### src/rtl/pipe_hazard_ctrl.sv
// Central stall/flush controller for the five-stage pipeline.
// Merges operand (Tuse/Tnew) hazards, MDU busy hazards and eret-vs-EPC
// hazards into a single stall. This stall holds PC and IF/ID and bubbles ID/EX.
// An exception request overrides every stall. The block also contains the
// mult/div cycle sequencer and a free-running stall-cycle counter.
module pipe_hazard_ctrl #(
   parameter int MULT_CYC = 5,
   parameter int DIV_CYC  = 10,
   parameter int CNT_W    = 4,
   parameter int EPC_REG  = 14
) (
   input  logic        clk,
   input  logic        reset,
   input  logic        Req,
   input  logic [4:0]  RsD,
   input  logic [4:0]  RtD,
   input  logic [1:0]  TuseRsD,
   input  logic [1:0]  TuseRtD,
   input  logic        MdUseD,
   input  logic        EretD,
   input  logic        RegWriteE,
   input  logic [4:0]  RegDstE,
   input  logic [1:0]  TnewE,
   input  logic        MdStartE,
   input  logic        MdTypeE,
   input  logic        CP0WriteE,
   input  logic [4:0]  RdE,
   input  logic        RegWriteM,
   input  logic [4:0]  RegDstM,
   input  logic [1:0]  TnewM,
   input  logic        CP0WriteM,
   input  logic [4:0]  RdM,
   output logic        StallF,
   output logic        StallD,
   output logic        FlushE,
   output logic        MdBusy,
   output logic        MdDone,
   output logic [31:0] StallCnt
);

   typedef enum logic [1:0] {
      IDLE = 2'd0,
      MULT = 2'd1,
      DIV  = 2'd2
   } md_state_t;

   localparam logic [CNT_W-1:0] MULT_LOAD = CNT_W'(MULT_CYC);
   localparam logic [CNT_W-1:0] DIV_LOAD  = CNT_W'(DIV_CYC);
   localparam logic [CNT_W-1:0] CNT_ONE   = CNT_W'(1);
   localparam logic [4:0]       EPC_NUM   = 5'(EPC_REG);

   md_state_t        state_reg, state_next;
   logic [CNT_W-1:0] cnt_reg, cnt_next;
   logic             md_done_reg, md_done_next;
   logic [31:0]      stall_cnt_reg;

   // Operand 0 is rs, operand 1 is rt; both follow the same forwarding-limit rule.
   logic [1:0][4:0] src_reg;
   logic [1:0][1:0] src_tuse;
   logic [1:0]      hz_op;

   logic md_start_ok;
   logic hz_md;
   logic hz_eret;
   logic stall_raw;
   logic stall_out;

   assign src_reg[0]  = RsD;
   assign src_reg[1]  = RtD;
   assign src_tuse[0] = TuseRsD;
   assign src_tuse[1] = TuseRtD;

   // A producer stalls the reader only when its result arrives later than the
   // reader needs it. $0 is never a real dependency, and Tuse 3 means unread.
   genvar gi;
   generate
      for (gi = 0; gi < 2; gi++) begin : g_opnd
         logic hit_e;
         logic hit_m;
         assign hit_e = RegWriteE & (RegDstE == src_reg[gi]) & (TnewE > src_tuse[gi]);
         assign hit_m = RegWriteM & (RegDstM == src_reg[gi]) & (TnewM > src_tuse[gi]);
         assign hz_op[gi] = (src_reg[gi] != 5'd0) & (src_tuse[gi] != 2'd3) & (hit_e | hit_m);
      end
   endgenerate

   // A start in E launches the MDU unless the E instruction is being killed.
   assign md_start_ok = MdStartE & ~Req;

   // Any HI/LO user in D waits while the MDU is starting or still running.
   assign hz_md = MdUseD & (MdStartE | (state_reg != IDLE));

   // eret must not read EPC while an mtc0 to EPC is still in flight.
   assign hz_eret = EretD & ((CP0WriteE & (RdE == EPC_NUM)) |
                             (CP0WriteM & (RdM == EPC_NUM)));

   assign stall_raw = hz_op[0] | hz_op[1] | hz_md | hz_eret;

   // The exception flush wins: the stage registers clear themselves, so
   // holding them would only stall the jump to the handler.
   assign stall_out = stall_raw & ~Req & ~reset;

   assign StallF   = stall_out;
   assign StallD   = stall_out;
   assign FlushE   = stall_out;
   assign MdBusy   = ((state_reg != IDLE) | md_start_ok) & ~reset;
   assign MdDone   = md_done_reg;
   assign StallCnt = stall_cnt_reg;

   // MDU sequencer next-state: load the latency on start, then count down.
   // The done pulse is timed for the edge that returns the FSM to IDLE.
   always_comb begin
      state_next   = state_reg;
      cnt_next     = cnt_reg;
      md_done_next = 1'b0;
      case (state_reg)
         IDLE: begin
            if (md_start_ok) begin
               if (MdTypeE) begin
                  state_next = DIV;
                  cnt_next   = DIV_LOAD;
               end else begin
                  state_next = MULT;
                  cnt_next   = MULT_LOAD;
               end
            end
         end
         MULT, DIV: begin
            // A running op belongs to a committed instruction, so Req does
            // not abort it. A second start here is ignored.
            if (cnt_reg == CNT_ONE) begin
               state_next   = IDLE;
               cnt_next     = '0;
               md_done_next = 1'b1;
            end else if (cnt_reg == '0) begin
               // Unreachable count; recover to IDLE instead of wrapping.
               state_next = IDLE;
            end else begin
               cnt_next = cnt_reg - CNT_ONE;
            end
         end
         default: begin
            state_next = IDLE;
            cnt_next   = '0;
         end
      endcase
   end

   // MDU sequencer state, counter and registered done pulse.
   always_ff @(posedge clk or posedge reset) begin
      if (reset) begin
         state_reg   <= IDLE;
         cnt_reg     <= '0;
         md_done_reg <= 1'b0;
      end else begin
         state_reg   <= state_next;
         cnt_reg     <= cnt_next;
         md_done_reg <= md_done_next;
      end
   end

   // Count cycles spent stalled. Coincident hazards still count once, and
   // the counter wraps naturally.
   always_ff @(posedge clk or posedge reset) begin
      if (reset) begin
         stall_cnt_reg <= '0;
      end else if (stall_out) begin
         stall_cnt_reg <= stall_cnt_reg + 32'd1;
      end
   end

endmodule

### config.mk
export PLATFORM = sky130hd
export DESIGN_NAME = pipe_hazard_ctrl
export DESIGN_NICKNAME = d
export VERILOG_FILES = /design/src/rtl/pipe_hazard_ctrl.sv
export SDC_FILE = /design/constraint.sdc
export NUM_CORES = 1
export LEC_CHECK = 0
export CAP_MARGIN = 20
export CORE_MARGIN = 8
export CORE_UTILIZATION = 46
export CTS_BUF_LIST = sky130_fd_sc_hd__clkbuf_16
export DETAILED_ROUTE_END_ITERATION = 8
export PLACE_DENSITY = 0.86
export SYNTH_ARGS = -nofsm -noshare
export SYNTH_HDL_FRONTEND = slang
export SYNTH_SLANG_ARGS = --single-unit
### constraint.sdc
create_clock -name clk -period 2.6 [get_ports clk]
set_input_delay 0.52 -clock clk [delete_from_list [all_inputs] [get_ports clk]]
set_output_delay 0.52 -clock clk [all_outputs]
set_load 0.01 [all_outputs]
==> results.json, run 1 <==
{
  "leakage_uw": 0.00160,
  "cp_max_fo": 4,
  "ys_types": 38,
  "grt_pass1_wl_um": 11800,
  "yosysSeqAreaShare_pct": 38.9,
  "drc": 0,
  "use_met2_pct": 29.9,
  "path_cells": "clkdlybuf4s15_1, xnor2_1, nand3_1, nor4_4, o221ai_2, a31oi_4, buf_6",
  "postLayoutCellArea_um2": 3860,
  "nets": 423,
  "hpwl_um": 5470,
  "fin_crit_ns": 2.53,
  "powerDensity_nw_per_um2": 576,
  "routed_via_density": 5.36,
  "synth_xor_area_share_pct": 17.8,
  "finalSetupTns_ns": 0,
  "die_y_um": 89.9,
  "clk-insertion-delay-late_ns": 0.28,
  "worst-r2r-setup-slack_ns": 0.50,
  "core_um2": 5410,
  "slew_headroom_pct": 64.1,
  "synth-edff-count": 0,
  "period_share_pct": 97.4,
  "dr_total_vias": 2321,
  "ys_seq_elements": 39,
  "outcome": "finished, final reports clean",
  "grt_start_max_net_pins": 40,
  "cts.sinks": 39,
  "ant_nets": 0,
  "synthTopCellsByArea": "dfrtp_1 (39%), xnor2_1 (16%), ha_1 (7.0%), nand2_1 (3.4%), nand3_1 (3.4%)",
  "row_count": 27,
  "path_clk_slew_ns": 0.06,
  "syn_nets": 318,
  "synth_fa_ha_area_share_pct": 6.98,
  "antenna_cells": 0,
  "path_class": "in2out",
  "antenna_found_initial": 0,
  "gr-max-usage-layer": "met2",
  "overflow": 0,
  "synth.top_cell.area_share_pct": 38.9,
  "h-tree-depth": 2,
  "ys_warn_count": 0,
  "synthMuxAreaShare_pct": 0.598,
  "max_slew.worst_pin.slew_ns": 0.535,
  "synth_compound_area_share_pct": 7.57,
  "clock-root-buffer": "clkbuf_16",
  "critical_path_required_ns": 2.08,
  "drive_gt1_share_pct": 19.4,
  "critPathBufInv": 2,
  "met3_usage_pct": 5.15,
  "portBuffers": 85,
  "synth_top_family_by_area": "simple AND/OR/NAND/NOR gates",
  "wirelength_um": 7000,
  "globalplace.congestion": 0.923,
  "initial_utilization_pct": 46.5,
  "synth.most_common_cell": "xnor2_1",
  "synthTopCellsByCount": "xnor2_1 (45), dfrtp_1 (39), nand2_1 (23), inv_1 (19), nand3_1 (17)",
  "first_pass_iters": 4,
  "finalSetupViolCount": 0,
  "pre_cts_ws_ns": -0.654,
  "cp.arrival_ns": 2.01,
  "hp-class": "reg2reg",
  "placed_cell_area_um2": 3540,
  "cts_tree": "done",
  "area_growth_pct": 53.8,
  "syn-mean-instance-area_um2": 9.85,
  "drtIter0Drc": 76,
  "synth-simple-area-share_pct": 24.1,
  "met1_usage_pct": 20.0,
  "io_pins": 86,
  "syn-instance-count": 255,
  "grt_pass1_vias": 2458,
  "critPathMaxStageDelay_ns": 0.32,
  "synth_area_um2": 2510,
  "synthArstFlopShare_pct": 100,
  "fmax_mhz": 395,
  "final_hold_viol_count": 0,
  "wire_per_inst_um": 16.2,
  "cp-end-kind": "primary output",
  "cp_slowest_cell": "nor4_4",
  "largest_reg_flops": 32,
  "slew_violations": 0,
  "clockBufferDepth": 2,
  "critical-path-top-delay-family": "simple AND/OR/NAND/NOR gates",
  "finClkSkew_ns": 0.00325,
  "cts_hold_buffers": 0,
  "die_w_um": 89.9,
  "numCtsBuffers": 5,
  "start_kind": "input port",
  "die_area_um2": 8080,
  "maxCapViolCount": 0,
  "yosysTopAreaCell": "dfrtp_1",
  "synth_top_flop_cell": "dfrtp_1",
  "ir_worst_vdd_mv": 0.430,
  "fin_ws_ns": 0.0671,
  "grtUsageTotal_pct": 17.5
}
-- cell families (layout without fill, tap and decap cells) --
logic type,Yosys count,count (layout)
buf+inv,23,129
xor+xnor,51,51
simple gates,101,101
mux,1,1
compound gates,26,26
flops,39,39
fa+ha+maj,14,14
-- final cells by class --
| class | instances | area [µm²] |
|---|---|---|
| clock buffer | 5 | 125 |
| sequential | 39 | 976 |
| fill | 397 | 1540 |
| clock inverter | 3 | 43.8 |
| timing repair buffer | 102 | 962 |
| inverter | 19 | 71.3 |
| multi-input combinational | 193 | 1590 |
| tap | 72 | 90.1 |
-- path summary, 6_finish.rpt --
path	start	end	cells after the start
max	RsD[2]	StallD	7
max reg2reg	state_reg[1]	StallCnt[19]	8
min in group asynchronous	reset	state_reg[1]	4
max in group asynchronous	reset	StallCnt[9]	4
min	StallCnt[31]	StallCnt[31]	1
min reg2reg	StallCnt[31]	StallCnt[31]	1
-- where the power goes --
part	total, µW	switching (µW)	internal [µW]
sequential	768	79.9	688
combinational	760	393	367
clock	695	243	452
-- layout by cell type (no fill, tap or decap), types with 7 or more instances in the layout --
master,n
and3_1,10
o21ai_0,7
xnor2_1,44
nand4_1,9
nand3_1,14
nand2_1,21
clkdlybuf4s15_1,7
a21oi_1,8
inv_1,15
nand3_2,10
dlygate4sd2_1,11
clkdlybuf4s50_1,56
dfrtp_1,39
ha_4,8
buf_4,17
-- through the flow --
step           cells  utilization, %  hold WS [ns]  total power (µW)
2_1_floorplan    255               -         0.472              1200
3_3_place_gp     424            65.5         0.458              1480
3_5_place_dp     424            65.5         0.464              1510
4_1_cts          433            71.1         0.474              2230
5_1_grt          433            71.5         0.491              2380
6_report         433            71.5         0.465              2220
-- per-layer routing --
layer | vias up | share of wire [%] | wire, µm
met5 | - | 0 | 0
met4 | 0 | 2.5 | 173
met3 | 14 | 5.4 | 380
met2 | 71 | 51 | 3570
met1 | 1128 | 41 | 2880
li1 | 1108 | - | -
-- what timing repair did --
action,CTS,global route
pin swaps,18,12
buffers inserted,1,0
endpoints found under the setup margin,3,3
resized for setup,70,14
hold endpoints to repair,0,0
Note: power is estimated with default switching activity, not from simulation.
==> run 2: changes to the inputs <==
--- a/config.mk
+++ b/config.mk
@@ -6,11 +6,13 @@
 export NUM_CORES = 1
 export LEC_CHECK = 0
 export CAP_MARGIN = 20
+export CORE_ASPECT_RATIO = 1.5
 export CORE_MARGIN = 8
 export CORE_UTILIZATION = 46
 export CTS_BUF_LIST = sky130_fd_sc_hd__clkbuf_16
 export DETAILED_ROUTE_END_ITERATION = 8
 export PLACE_DENSITY = 0.86
+export SLEW_MARGIN = 20
 export SYNTH_ARGS = -nofsm -noshare
 export SYNTH_HDL_FRONTEND = slang
 export SYNTH_SLANG_ARGS = --single-unit
==> run 2 against run 1 <==
  * Critical path depth stayed put
  * Clock skew up 0.0026 ns
  * First-iteration DRC count grew 30%
  * Sequential power up 0.5%
  * Combinational power up 2%
  * Sequential share of layout area is essentially flat
  * Count of clock-buffer cells in the layout stayed put
  * Flip-flop and latch count stayed put
  * Global-route usage is 1.3 points higher
  * Register-to-register slack better by 0.07 ns
  * Cell area about the same
  * Via count fell by 0.13%
==> results.json, run 2 (synthesis results as in run 1) <==
{
  "path_clk_slew_ns": 0.05,
  "finalPower_uw": 2110,
  "cts_hold_buffers": 0,
  "mostFrequentLayoutCells": "clkdlybuf4s50_1 (56), xnor2_1 (40), dfrtp_1 (39)",
  "start_kind": "input port",
  "drc": 0,
  "cts.sinks": 39,
  "nets": 427,
  "portBuffers": 85,
  "postLayoutCellArea_um2": 3860,
  "maxCapViolCount": 0,
  "crit_start": "RtD[3]",
  "overflow": 0,
  "io_pins": 86,
  "die_area_um2": 8130,
  "slew_violations": 0,
  "placed_cell_area_um2": 3550,
  "grt_pass1_vias": 2629,
  "wire_per_inst_um": 17.6,
  "cts_tree": "done",
  "die_y_um": 106,
  "fin_util_pct": 72.0,
  "grtUsageTotal_pct": 18.8,
  "row_count": 33,
  "initial_utilization_pct": 46.8,
  "numCtsBuffers": 5,
  "grt_start_max_net_pins": 40,
  "area_growth_pct": 53.9,
  "hp-class": "reg2reg",
  "cp_max_fo": 4,
  "cp-end-kind": "primary output",
  "fillCellCount": 408,
  "path_class": "in2out",
  "core_um2": 5370,
  "finClkSkew_ns": 0.00584,
  "globalplace.congestion": 0.953,
  "antenna_found_initial": 0,
  "final_hold_viol_count": 0,
  "wirelength_um": 7650,
  "period_share_pct": 99.6,
  "routed_via_density": 5.34,
  "powerDensity_nw_per_um2": 547,
  "largest_reg_flops": 32,
  "finalSetupViolCount": 0,
  "h-tree-depth": 2,
  "hpwl_um": 5790,
  "leakage_uw": 0.00161,
  "worstRegToRegCells": 8,
  "slew_headroom_pct": 67.6,
  "min_from": "StallCnt[31]",
  "ir_worst_vdd_mv": 0.279,
  "drtIter0Drc": 99,
  "antenna_cells": 0,
  "dr_total_vias": 2318,
  "fmax_mhz": 386,
  "first_pass_iters": 4,
  "clockBufferDepth": 2,
  "outcome": "finished, final reports clean",
  "critical_path_required_ns": 2.08,
  "worstReg2RegEnd": "StallCnt[13]",
  "grt_pass1_wl_um": 12400,
  "clock-root-buffer": "clkbuf_16",
  "max_slew.worst_pin.slew_ns": 0.486,
  "endpoint": "FlushE",
  "final_common_cell": "clkdlybuf4s50_1",
  "ant_nets": 0,
  "pre_cts_ws_ns": -0.730,
  "cp.arrival_ns": 2.07,
  "worst-r2r-setup-slack_ns": 0.57,
  "drive_gt1_share_pct": 22.3,
  "fin_crit_ns": 2.59,
  "fin_ws_ns": 0.00992,
  "die_w_um": 76.3,
  "r2r_start": "state_reg[0]",
  "clk-insertion-delay-late_ns": 0.28
}
[run 2: changes by cell type in the layout (fill, tap and decap cells not counted), moves of 2 or more]
cell	previous run	this run
dlymetal6s2s_1	2	0
nor4_2	2	0
xnor2_1	44	40
buf_2	1	4
nor4_4	2	4
clkbuf_2	2	5
clkdlybuf4s15_2	3	1
xnor2_2	1	5
buf_4	17	21
clkdlybuf4s15_1	7	5
[run 2: per-stage QoR]
stage | TNS (ns) | std cells | hold slack (ns)
3_3_place_gp | -4.60 | 424 | 0.459
2_1_floorplan | 0 | 255 | 0.472
5_1_grt | -0.0222 | 434 | 0.509
3_5_place_dp | -8.25 | 424 | 0.483
6_report | 0 | 434 | 0.489
4_1_cts | 0 | 434 | 0.490
[run 2: where the power goes]
group	internal, µW	total (µW)	switching (µW)	leakage, µW
clock network	344	564	219	0.0000671
registers	689	772	83.2	0.000530
logic	366	779	413	0.00101
total	1400	2110	715	0.00161
[run 2: worst max-delay path, stage by stage]
cell	delay [ns]
dlygate4sd2_1	0.29
xnor2_1	0.18
nand3_1	0.19
nor4_4	0.37
o21ai_2	0.12
a31oi_4	0.24
buf_6	0.14
[run 2: metal layers]
layer  up-vias  global-route usage (%)  part of all wire (%)
met3        20                    6.59                   7.4
li1       1100                       -                     -
met4         0                    9.94                   3.8
met2       102                    36.9                    55
met1      1096                    16.0                    33
met5         -                       0                     0
[run 2: timing repair]
item | 4_1_cts | 5_1_grt
gates resized for setup | 75 | 26
pin swaps | 18 | 19
gates cloned | 0 | 0
setup endpoints to repair | 3 | 3
buffers inserted | 3 | 0
[run 2: worst min-delay path by stage]
stage                         to  depth (start not counted)
detailed placement  StallCnt[31]                          1
global route        StallCnt[30]                          1
global placement    StallCnt[31]                          1
finish              StallCnt[31]                          1
CTS                 StallCnt[31]                          1
floorplan             cnt_reg[1]                          2
[run 2: layout make-up]
cell class              instances  area (µm²)  area share, %
clock buffers                   5         125           3.24
clock inverters                 2        8.76          0.227
inverters                      19        73.8           1.91
multi-input cells             193        1640           42.4
flip-flops and latches         39         976           25.3
well taps                      70        87.6           2.27
repair buffers                106         955           24.7
